<file path="config.mk">
export PLATFORM = sky130hd
export DESIGN_NAME = imem_loader
export DESIGN_NICKNAME = d
export VERILOG_FILES = /design/src/rtl/imem_loader_pkg.sv /design/src/rtl/imem_word_packer.sv /design/src/rtl/imem_loader.sv
export SDC_FILE = /design/constraint.sdc
export NUM_CORES = 1
export LEC_CHECK = 0
export CAP_MARGIN = 40
export CORE_AREA = 2 2 146 148
export DETAILED_ROUTE_END_ITERATION = 10
export DIE_AREA = 0 0 148 150
export HOLD_SLACK_MARGIN = 0.03
export PLACE_DENSITY = 0.52
export RECOVER_POWER = 100
export SLEW_MARGIN = 10
export SYNTH_ARGS = -nofsm -noshare
export SYNTH_HDL_FRONTEND = slang
export SYNTH_SLANG_ARGS = --single-unit
</file>
<file path="constraint.sdc">
create_clock -name clk -period 10.4 [get_ports clk]
set_clock_uncertainty 0.2 [all_clocks]
set_input_delay 3.12 -clock clk [delete_from_list [all_inputs] [get_ports clk]]
set_output_delay 3.12 -clock clk [all_outputs]
set_load 0.1 [all_outputs]
</file>
<file path="src/rtl/imem_loader_pkg.sv">
// Shared types and frame constants for the boot-time instruction memory loader.
package imem_loader_pkg;

    typedef enum logic [2:0] {
        SYNC,
        LEN,
        DATA,
        CHK,
        DONE,
        ERROR
    } state_e;

    localparam logic [7:0] SYNC_BYTE  = 8'hA5;
    localparam int         LEN_BYTES  = 4;
    localparam int         WORD_BYTES = 4;
    localparam int         CHK_BYTES  = 1;

endpackage

</file>
<file path="src/rtl/imem_word_packer.sv">
// Little-endian byte-to-word assembler shared by the length and data fields.
// word_valid/word_data are presented in the same cycle as the final byte so the caller can register them.
module imem_word_packer
    import imem_loader_pkg::*;
(
    input  logic        clk,
    input  logic        rst,
    input  logic        clear,
    input  logic        byte_valid,
    input  logic [7:0]  byte_data,
    output logic        word_valid,
    output logic [31:0] word_data
);

    logic [1:0]  idx_q, idx_d;
    logic [23:0] asm_q, asm_d;

    always_comb begin
        idx_d      = idx_q;
        asm_d      = asm_q;
        word_valid = byte_valid && (idx_q == 2'(WORD_BYTES - 1));
        word_data  = {byte_data, asm_q};
        if (clear) begin
            idx_d = '0;
            asm_d = '0;
        end else if (byte_valid) begin
            idx_d = idx_q + 2'd1;
            // Earlier bytes shift down so byte 0 ends up in bits [7:0].
            asm_d = {byte_data, asm_q[23:8]};
        end
    end

    always_ff @(posedge clk or posedge rst) begin
        if (rst) begin
            idx_q <= '0;
            asm_q <= '0;
        end else begin
            idx_q <= idx_d;
            asm_q <= asm_d;
        end
    end

endmodule

</file>
<file path="src/rtl/imem_loader.sv">
// Frame-parsing loader: writes a checksummed program image into instruction memory
// and holds the core in reset until a complete, valid image is stored.
module imem_loader
    import imem_loader_pkg::*;
#(
    parameter int          ADDR_WIDTH = 10,
    parameter logic [31:0] BASE_ADDR  = 32'h0000_0000
) (
    input  logic                  clk,
    input  logic                  rst,
    input  logic                  rx_valid,
    input  logic [7:0]            rx_data,
    output logic                  rx_ready,
    output logic                  imem_we,
    output logic [31:0]           imem_addr,
    output logic [31:0]           imem_wdata,
    output logic                  core_rst,
    output logic                  load_done,
    output logic                  load_err,
    output logic [ADDR_WIDTH:0]   word_count
);

    localparam int          CW        = ADDR_WIDTH + 1;
    localparam logic [31:0] MAX_WORDS = 32'(1) << ADDR_WIDTH;

    state_e          state_q, state_d;
    logic [7:0]      xor_q, xor_d;
    logic [CW-1:0]   len_q, len_d;
    logic [CW-1:0]   word_count_q, word_count_d;
    logic            rx_ready_q, rx_ready_d;
    logic            imem_we_q, imem_we_d;
    logic [31:0]     imem_addr_q, imem_addr_d;
    logic [31:0]     imem_wdata_q, imem_wdata_d;
    logic            core_rst_q, core_rst_d;
    logic            load_done_q, load_done_d;
    logic            load_err_q, load_err_d;

    logic            accept;
    logic            pk_byte_valid;
    logic            pk_clear;
    logic            pk_word_valid;
    logic [31:0]     pk_word;

    assign accept        = rx_valid && rx_ready_q;
    assign pk_byte_valid = accept && ((state_q == LEN) || (state_q == DATA));
    // Every state change restarts byte assembly, so a new field never inherits stale bytes.
    assign pk_clear      = (state_d != state_q);

    imem_word_packer u_packer (
        .clk        (clk),
        .rst        (rst),
        .clear      (pk_clear),
        .byte_valid (pk_byte_valid),
        .byte_data  (rx_data),
        .word_valid (pk_word_valid),
        .word_data  (pk_word)
    );

    always_comb begin
        state_d      = state_q;
        xor_d        = xor_q;
        len_d        = len_q;
        word_count_d = word_count_q;
        imem_we_d    = 1'b0;
        imem_addr_d  = imem_addr_q;
        imem_wdata_d = imem_wdata_q;
        load_done_d  = load_done_q;
        load_err_d   = load_err_q;

        case (state_q)
            SYNC: begin
                if (accept && (rx_data == SYNC_BYTE)) begin
                    state_d = LEN;
                end
            end
            LEN: begin
                if (pk_word_valid) begin
                    if (pk_word > MAX_WORDS) begin
                        state_d    = ERROR;
                        load_err_d = 1'b1;
                    end else if (pk_word == 32'd0) begin
                        state_d = CHK;
                    end else begin
                        state_d = DATA;
                        len_d   = pk_word[CW-1:0];
                    end
                end
            end
            DATA: begin
                if (accept) begin
                    xor_d = xor_q ^ rx_data;
                end
                if (pk_word_valid) begin
                    imem_we_d    = 1'b1;
                    imem_addr_d  = BASE_ADDR + (32'(word_count_q) << 2);
                    imem_wdata_d = pk_word;
                    word_count_d = word_count_q + 1'b1;
                    if (word_count_d == len_q) begin
                        state_d = CHK;
                    end
                end
            end
            CHK: begin
                if (accept) begin
                    if (rx_data == xor_q) begin
                        state_d     = DONE;
                        load_done_d = 1'b1;
                    end else begin
                        state_d    = ERROR;
                        load_err_d = 1'b1;
                    end
                end
            end
            DONE, ERROR: begin
            end
            default: begin
                state_d = SYNC;
            end
        endcase

        // Registered from the next state so ready drops on the same edge that enters a terminal state.
        rx_ready_d = (state_d == SYNC) || (state_d == LEN) || (state_d == DATA) || (state_d == CHK);
        core_rst_d = (state_d != DONE);
    end

    always_ff @(posedge clk or posedge rst) begin
        if (rst) begin
            state_q      <= SYNC;
            xor_q        <= '0;
            len_q        <= '0;
            word_count_q <= '0;
            rx_ready_q   <= 1'b0;
            imem_we_q    <= 1'b0;
            imem_addr_q  <= BASE_ADDR;
            imem_wdata_q <= '0;
            core_rst_q   <= 1'b1;
            load_done_q  <= 1'b0;
            load_err_q   <= 1'b0;
        end else begin
            state_q      <= state_d;
            xor_q        <= xor_d;
            len_q        <= len_d;
            word_count_q <= word_count_d;
            rx_ready_q   <= rx_ready_d;
            imem_we_q    <= imem_we_d;
            imem_addr_q  <= imem_addr_d;
            imem_wdata_q <= imem_wdata_d;
            core_rst_q   <= core_rst_d;
            load_done_q  <= load_done_d;
            load_err_q   <= load_err_d;
        end
    end

    assign rx_ready   = rx_ready_q;
    assign imem_we    = imem_we_q;
    assign imem_addr  = imem_addr_q;
    assign imem_wdata = imem_wdata_q;
    assign core_rst   = core_rst_q;
    assign load_done  = load_done_q;
    assign load_err   = load_err_q;
    assign word_count = word_count_q;

endmodule
</file>
Word level (Yosys, flattened, before mapping):

Index checks and enable logic that the tools add are counted.

* input port bits: 11
* bits in registers: 107
* output and inout port bits: 80

* mux-type cells: 20
* magnitude comparators: 1
* equality and inequality tests: 18
* add/sub/neg operators: 2
* bitwise gates (word level): 3
* reduce and logical (&&, ||, !) cells: 19

Operator list (count)
* $mux 24: 2
* $gt 32x11->1 const B: 1
* $logic_not 32->1: 1
* $mux 3: 6
* $pmux 3 s5: 1
* $eq 3x2->1 const B: 4
* $add 11x1->11 const B: 1
* $eq 11x11->1: 1
* $eq 8x8->1: 1
* $eq 8x8->1 const B: 1
* $mux 1: 8
* $xor 8x8->8: 1
* $eq 3x1->1 const B: 2
* $eq 3x3->1 const B: 2
* $logic_not 3->1: 2
* $ne 2x2->1 const B: 3
* $reduce_and 5->1: 1
* $logic_and 1x1->1: 4
* $logic_or 1x1->1: 4
* $mux 2: 2
* $reduce_and 2->1: 2
* $reduce_and 4->1: 1
* $reduce_bool 2->1: 2
* $ne 3x3->1: 1
* other kinds (8): 9

Longest topological paths before layout:

Gate-level depths: netlist of the first run.

* word-level depth: 10
* depth in mapped cells: 9
* gate-level depth less buffers: 7

By module:

Synthesis of the first run repeated with hierarchy kept, for this count alone.

* cells, all modules: 514
* area, all modules: 5121.2 µm²

Modules (own cells, without submodules)
* imem_loader: area each 3962.6 µm², instances 1, cells each 419
* imem_word_packer: area each 1158.6 µm², instances 1, cells each 95

Least setup slack after synthesis of the first run:

OpenSTA, ideal clock, no wires.

* kind: input-to-reg
* start point: in rx_data[1]
* end point: reg len_q[0]
* setup slack: 5.523 ns
* arrival time: 4.552 ns
* stages on the path: 6
* path through: nor4_1 nand4_1 a2111oi_4 nand2_1 buf_2 mux2_2

* word-level cells in the longest chain between the ends: 3
* elaborated cells between the ends (all ways): 5

Ends and longest elaborated chain
* from (decl): RTL line imem_loader.sv:12 `input logic [7:0] rx_data,`
* $gt 32x11->1 or $logic_not 32->1 (tied branches): RTL line imem_loader.sv:78, imem_loader.sv:81
* $not 1->1 (no source line)
* $reduce_and 4->1 (no source line) *
* to (signal assigned): RTL line imem_loader.sv:142 `len_q <= len_d;`
* to (decl): RTL line imem_loader.sv:28 `logic [CW-1:0] len_q, len_d;`

Mark *: on every way between the ends. The rest lies on a longest branch, timed or not.
A chain may end at the register's enable or synchronous reset.

Worst setup path in the final report of the first run:

* start point: in rx_valid
* end point: reg u_packer.asm_q[2]

* word-level cells in the longest chain between the ends: 7
* elaborated cells between the ends (all ways): 12

Ends and longest elaborated chain
* from (decl): RTL line imem_loader.sv:11 `input logic rx_valid,`
* $logic_and 1x1->1 *: RTL line imem_loader.sv:44 `assign accept = rx_valid && rx_ready_q;`
* $logic_and 1x1->1: RTL line imem_loader.sv:45 `assign pk_byte_valid = accept && ((state_q == LEN) || (state_q == DATA));`
* $logic_and 1x1->1: RTL line imem_word_packer.sv:21 `word_valid = byte_valid && (idx_q == 2'(WORD_BYTES - 1));`
* $mux 3 (on tied branches): RTL line imem_loader.sv:93, imem_loader.sv:77
* $pmux 3 s5: RTL line imem_loader.sv:70 `case (state_q)`
* $ne 3x3->1: RTL line imem_loader.sv:47 `assign pk_clear = (state_d != state_q);`
* $mux 24 or $reduce_bool 2->1 (tied branches)
* to (signal assigned): RTL line imem_word_packer.sv:39 `asm_q <= asm_d;`
* to (decl): RTL line imem_word_packer.sv:16 `logic [23:0] asm_q, asm_d;`

Marks and branches as above.

==> key figures, run 1 <==
Clock network
  • TritonCTS buffer count: 9
  • Number of setup buffers added after CTS: 0
  • Clk slew on worst S/H paths: 0.07 ns
  • Root Driver: clkbuf_16
  • Post_cts resized: 0
  • Hold-fix buffers, CTS: 0
  • Worst skew pair latency: 0.35 ns
  • Clk buf depth: 2
  • H-tree Lvls: 3
  • TritonCTS clock tree: built
  • Clk sinks: 107

Cells and area
  • Commonest non-fill, non-tap cell in the layout: dfrtp_1
  • Layout cell share with drive strength beyond 1: 0.203
  • Commonest non-fill, non-tap cells in the layout: dfrtp_1, mux2_2, clkdlybuf4s50_1
  • Layout net count: 551
  • Area delta synth->final: 32.1%
  • N_diodes: 0

Global routing
  • Number of global-route vias before repair: 3607
  • Largest net degree at the start of global routing: 66
  • GRT Resource Usage Total: 0.111
  • First-pass GRT wire length: 19.3 mm
  • Grt ovf: 0
  • Initial antenna violation count: 0

Drt
  • Vias: 3501
  • Iteration-0 DRC Markers: 202
  • Post-DRT Antenna Nets: 0
  • Drt pass-1 iters: 4
  • Final WL: 11.7 mm
  • Wire per inst: 14.3 um
  • DRC errors left: 0
  • Via/cell ratio: 4.28

STA
  • # setup viols final: 0
  • Rel. slew slack: -0.257
  • Final hold vios: 0
  • Post-route setup TNS: 0 ns
  • Slew @ Worst Pin: 1.88 ns
  • RSZ-0062 raised after global routing: no
  • FMAX: 137 MHz
  • Minimum clock period after layout: 7.28 ns
  • Setup WS post-layout: 3.12 ns
  • Max-slew violations: 44
  • Tcrit/Tclk final: 0.700

Critical path
  • Crit path max fanout: 26
  • Crit path top cell by count: clkbuf_1
  • Slowest CP cell: clkbuf_1
  • CP Capture Type: register
  • Crit path buf inv count: 3
  • Crit-path max cell delay: 1.04 ns
  • Crit path cell chain: dlygate4sd3_1 > and3b_1 > nand3_1 > clkbuf_1 > nor3_1 > nand4_1 > o41ai_1 > clkbuf_1 > nor2_1
  • Crit-path leading delay family: buffers and inverters
  • Worst Path Required: 10.38 ns
  • Crit start category: primary input
  • Critical path class: primary input to register
  • Critical Path AT: 7.26 ns

Place
  • Worst slack, placed: 4.19 ns
  • Number of I/O port buffers: 69
  • DP HPWL: 8.56 mm
  • Routability cong.: 0.825

Power and ir drop
  • VDD IR max: 0.0621 mV
  • Tot Pwr: 0.791 mW
  • Sequential share of power: 0.526
  • Switching power of the nets: 0.200 mW
  • Combinational power share: 0.063
  • P_leak: 3.00 nW
  • Power density cells: 118 mW/mm^2
  • Clock power share: 0.411
  • Int Pwr: 0.592 mW
  • Switching Fraction: 0.252

Logic synthesis
  • Mapped cell area: 0.00507 mm^2
  • Synthesis Warnings: 0
  • Synth async-reset ratio: 1.00
  • Synth cell types: 52
  • Predominant post-synthesis flop cell: dfrtp_1
  • Sequential fraction of the synthesis area: 0.529
  • Synthesized area per cell: 12.1 um^2
  • Post-synth EDFFs: 0
  • Mapped Cells: 418
  • Synth Register Bits: 107

Floorplanning
  • Full die area: 0.0222 mm^2
  • Row cnt: 53
  • Ports: 91
  • Initial Util: 0.245
  • Die Ht: 150 um
  • Core area: 0.0207 mm^2
  • Die width: 148 um

Flow run
  • Maximum Capacitance Violations: 1

Status
  • Failing checks: max-capacitance violations, max-slew violations
  • Outcome: complete, but fails checks

Min path
  • HP Class: register to register
## power groups by stage
stage | combinational, mW | sequential (mW) | clock, mW
global placement | 0.0509 | 0.424 | 0
finish | 0.0499 | 0.416 | 0.326
global route | 0.0531 | 0.416 | 0.357
floorplan | 0.0469 | 0.424 | 0
CTS | 0.0510 | 0.416 | 0.338
detailed placement | 0.0511 | 0.424 | 0
## metal layers
metal	global-route usage	share of wire	vias up
met5	0	0	-
met4	0.0371	0.014	0
met3	0.0223	0.034	14
met2	0.191	0.50	87
met1	0.140	0.46	1745
li1	-	-	1655
## area by class of cell
type	count	area, um^2
well taps	275	344
flip-flops and latches	107	2680
clock buffers	12	246
repair buffers	132	1270
multi-input cells	282	2090
clock inverters	4	33.8
inverters	6	23.8
fillers	2102	14000
## registers in the layout, indices dropped and copies added, names as in the netlist, 2 cells and up
signal	cells
word_count	11
imem_addr	11
state_q	3
len_q	11
imem_wdata	32
u_packer.idx_q	2
xor_q	8
u_packer.asm_q	24
## through the flow
step,std cells,hold slack (ns),cell area (um^2),utilization
2_1_floorplan,438,0.260,5140,-
3_3_place_gp,742,0.263,5900,0.285
3_5_place_dp,802,0.260,6930,0.335
4_1_cts,818,0.275,7210,0.349
5_1_grt,818,0.302,6690,0.323
6_report,818,0.266,6690,0.323
## synth_stat cells, drive strengths merged, types with 3 or more instances
library cell    n  area share
nand4           6      0.0074
nor3            5      0.0049
xnor2          32       0.055
a21o            3      0.0044
o21ai           3      0.0030
buf            41       0.059
nand3          12       0.012
a21oi           4      0.0040
mux2           53        0.12
and3            4      0.0049
mux2i          27       0.053
dfrtp         106        0.52
nor2b           3      0.0037
nor4            9       0.012
nand2          29       0.022
xor2            5      0.0086
nor2           34       0.030
inv             5      0.0037
a31oi           4      0.0049
## worst paths after layout
kind                                      to  slack [ns]  cells past startpoint       start
hold reg to reg                     load_err        0.27                      1    load_err
setup / recovery           u_packer.asm_q[2]        3.12                      9    rx_valid
hold / removal                      load_err        0.27                      1    load_err
setup reg to reg           u_packer.asm_q[2]        5.91                      8  state_q[1]
min in group asynchronous     imem_wdata[30]        3.50                      2         rst
max in group asynchronous     imem_wdata[31]        4.96                      3         rst
## cell families (layout without fill, tap and decap cells)
| logic type | count (synthesis) | after routing | share of synthesized area |
|---|---|---|---|
| flip-flops | 107 | 107 | 0.529 |
| multiplexers | 80 | 80 | 0.171 |
| XOR/XNOR | 37 | 37 | 0.0640 |
| other | 1 | 21 | 0.000740 |
| buffers and inverters | 49 | 154 | 0.0667 |
| AND/OR/NAND/NOR | 115 | 115 | 0.117 |
| AO/OA/AOI/OAI | 27 | 27 | 0.0464 |
| adder cells (fa/ha/maj) | 2 | 2 | 0.00494 |
Note: power is estimated with default switching activity, not from simulation.
==> run 2: changes to the inputs <==
==> constraint.sdc (replaced) <==
create_clock -name clk -period 7.3 [get_ports clk]
set_clock_uncertainty 0.2 [all_clocks]
set_input_delay 2.19 -clock clk [delete_from_list [all_inputs] [get_ports clk]]
set_output_delay 2.19 -clock clk [all_outputs]
set_load 0.1 [all_outputs]
==> run 2 against run 1 <==
The run still ends with max-capacitance violations, max-slew violations left. Clock-buffer cell count is 2 lower. Highest routed layer unchanged. Critical path depth stayed put. Sequential power is 42% higher. Global-route usage is 0.098 points lower. Worst setup slack worse by 1.1 ns. Die area stayed put. Routed wire length is 1.3% lower. Via count is 0.51% lower. Sequential share of layout area is 0.59 points lower. Sequential cell count stayed put.
==> key figures, run 2 (synthesis gave the netlist of run 1 again) <==
Status
  • Outcome: complete, but fails checks (unchanged)
  • Failing checks: max-capacitance violations, max-slew violations (unchanged)

Floorplanning
  • Core area: 0.0207 mm^2 (unchanged)
  • Row cnt: 53 (unchanged)
  • Die Ht: 150 um (unchanged)
  • Ports: 91 (unchanged)
  • Initial Util: 0.245 (unchanged)
  • Die width: 148 um (unchanged)
  • Full die area: 0.0222 mm^2 (unchanged)

Power and ir drop
  • P_leak: 3.05 nW (was 3.00 nW)
  • Power density cells: 176 mW/mm^2 (was 118 mW/mm^2)
  • VDD IR max: 0.135 mV (was 0.0621 mV)

Clock network
  • H-tree Lvls: 3 (unchanged)
  • Post_cts resized: 0 (unchanged)
  • Clk slew on worst S/H paths: 0.07 ns (about the same)
  • Hold-fix buffers, CTS: 0 (unchanged)
  • Worst skew pair latency: 0.35 ns (about the same)
  • Root Driver: clkbuf_16 (unchanged)
  • TritonCTS buffer count: 9 (unchanged)
  • TritonCTS clock tree: built (unchanged)
  • Clk sinks: 107 (unchanged)
  • Number of setup buffers added after CTS: 0 (unchanged)
  • Clk buf depth: 2 (unchanged)

Critical path
  • Crit path top cell by count: buf_4 (was clkbuf_1)
  • Crit path max fanout: 26 (unchanged)
  • Crit path cell chain: dlygate4sd3_1 > and3b_1 > nand3_1 > buf_4 > nor3_1 > nand4_1 > o41ai_4 > buf_4 > nor2_1 (was dlygate4sd3_1 > and3b_1 > nand3_1 > clkbuf_1 > nor3_1 > nand4_1 > o41ai_1 > clkbuf_1 > nor2_1)
  • Crit-path max cell delay: 0.67 ns (was 1.04 ns)
  • Worst Path Required: 7.33 ns (was 10.38 ns)
  • CP Capture Type: register (unchanged)
  • Critical path class: primary input to register (unchanged)
  • Slowest CP cell: nand3_1 (was clkbuf_1)
  • Crit start category: primary input (unchanged)
  • Critical Path AT: 5.28 ns (was 7.26 ns)

Min path
  • HP Class: register to register (unchanged)

Global routing
  • Met2 Resource Use GR: 0.178 (was 0.191)
  • Largest net degree at the start of global routing: 65 (was 66)
  • GR Util met1: 0.144 (was 0.140)
  • Initial antenna violation count: 0 (unchanged)
  • GRT busiest layer: met2 (unchanged)
  • First-pass GRT wire length: 19.2 mm (was 19.3 mm)
  • Grt ovf: 0 (unchanged)
  • Number of global-route vias before repair: 3566 (was 3607)
  • GRT Resource Usage Total: 0.110 (was 0.111)
  • Routing usage on met3: 0.0296 (was 0.0223)

Cells and area
  • Design area: 0.00679 mm^2 (was 0.00669 mm^2)
  • Layout cell share with drive strength beyond 1: 0.200 (was 0.203)
  • Max reg flops: 32 (unchanged)
  • Commonest non-fill, non-tap cells in the layout: dfrtp_1, mux2_2, clkdlybuf4s50_1 (unchanged)
  • Commonest non-fill, non-tap cell in the layout: dfrtp_1 (unchanged)
  • Layout net count: 553 (was 551)
  • Area delta synth->final: 34.1% (was 32.1%)
  • N_diodes: 0 (unchanged)

Drt
  • Vias: 3483 (was 3501)
  • Wire per inst: 14.1 um (was 14.3 um)
  • Drt pass-1 iters: 5 (was 4)
  • DRC errors left: 0 (unchanged)
  • Post-DRT Antenna Nets: 0 (unchanged)
  • Via/cell ratio: 4.25 (was 4.28)
  • Iteration-0 DRC Markers: 146 (was 202)
  • Final WL: 11.6 mm (was 11.7 mm)

STA
  • Post-route setup TNS: 0 ns (unchanged)
  • FMAX: 191 MHz
  • Slew @ Worst Pin: 2.21 ns (was 1.88 ns)
  • Max-slew violations: 43 (was 44)
  • RSZ-0062 raised after global routing: no (unchanged)
  • # setup viols final: 0 (unchanged)
  • Tcrit/Tclk final: 0.718
  • Minimum clock period after layout: 5.24 ns
  • Final hold vios: 0 (unchanged)
  • Rel. slew slack: -0.473 (was -0.257)

Place
  • DP HPWL: 8.49 mm (was 8.56 mm)
  • Number of I/O port buffers: 69 (unchanged)
  • Area after DPL: 0.00695 mm^2 (was 0.00693 mm^2)
  • Routability cong.: 0.793 (was 0.825)

Flow run
  • Maximum Capacitance Violations: 1 (unchanged)
-- run 2: stage by stage --
step,utilization,hold WS [ns],power (mW),instances,worst slack [ns]
global placement,0.285,0.262,0.676,743,2.14
CTS,0.352,0.286,1.21,819,2.42
floorplan,-,0.260,0.671,438,2.09
global route,0.328,0.294,1.24,820,1.77
finish,0.328,0.270,1.19,820,2.06
detailed placement,0.336,0.269,0.678,803,2.02
-- run 2: layer usage --
layer,vias up,share of wire
met4,0,0.021
met3,17,0.041
met5,-,0
met1,1716,0.45
met2,91,0.49
li1,1659,-
-- run 2: layout make-up --
cell class                      instances  area (um^2)
Clock inverter                          6         97.6
Sequential cell                       107         2680
Tap cell                              275          344
Timing Repair Buffer                  134         1320
Inverter                                6         23.8
Multi-Input combinational cell        282         2100
Fill cell                            2074        13900
Clock buffer                           10          229
-- run 2: path summary, 6_finish.rpt --
path	slack (ns)	cells after the start	from	to
setup / recovery	2.06	9	rx_valid	u_packer.asm_q[22]
hold / removal	0.27	1	load_err	load_err
setup reg to reg	3.86	8	state_q[1]	u_packer.asm_q[22]
hold reg to reg	0.27	1	load_err	load_err
max in group asynchronous	2.54	3	rst	imem_addr[12]
min in group asynchronous	2.02	2	rst	imem_wdata[9]
-- run 2: worst max-delay path, delay by kind of cell --
| kind | cells | cell delay, ns |
|---|---|---|
| buffers and inverters | 3 | 1.48 |
| and+or+nand+nor | 5 | 1.39 |
| AOI/OAI and AO/OA | 1 | 0.23 |
-- run 2: where the power goes --
part | switching, mW | total [mW] | internal [mW]
Sequential | 0 | 0.592 | 0.592
Combinational | 0.0647 | 0.0725 | 0.00786
Clock | 0.224 | 0.530 | 0.306
Total | 0.289 | 1.19 | 0.906
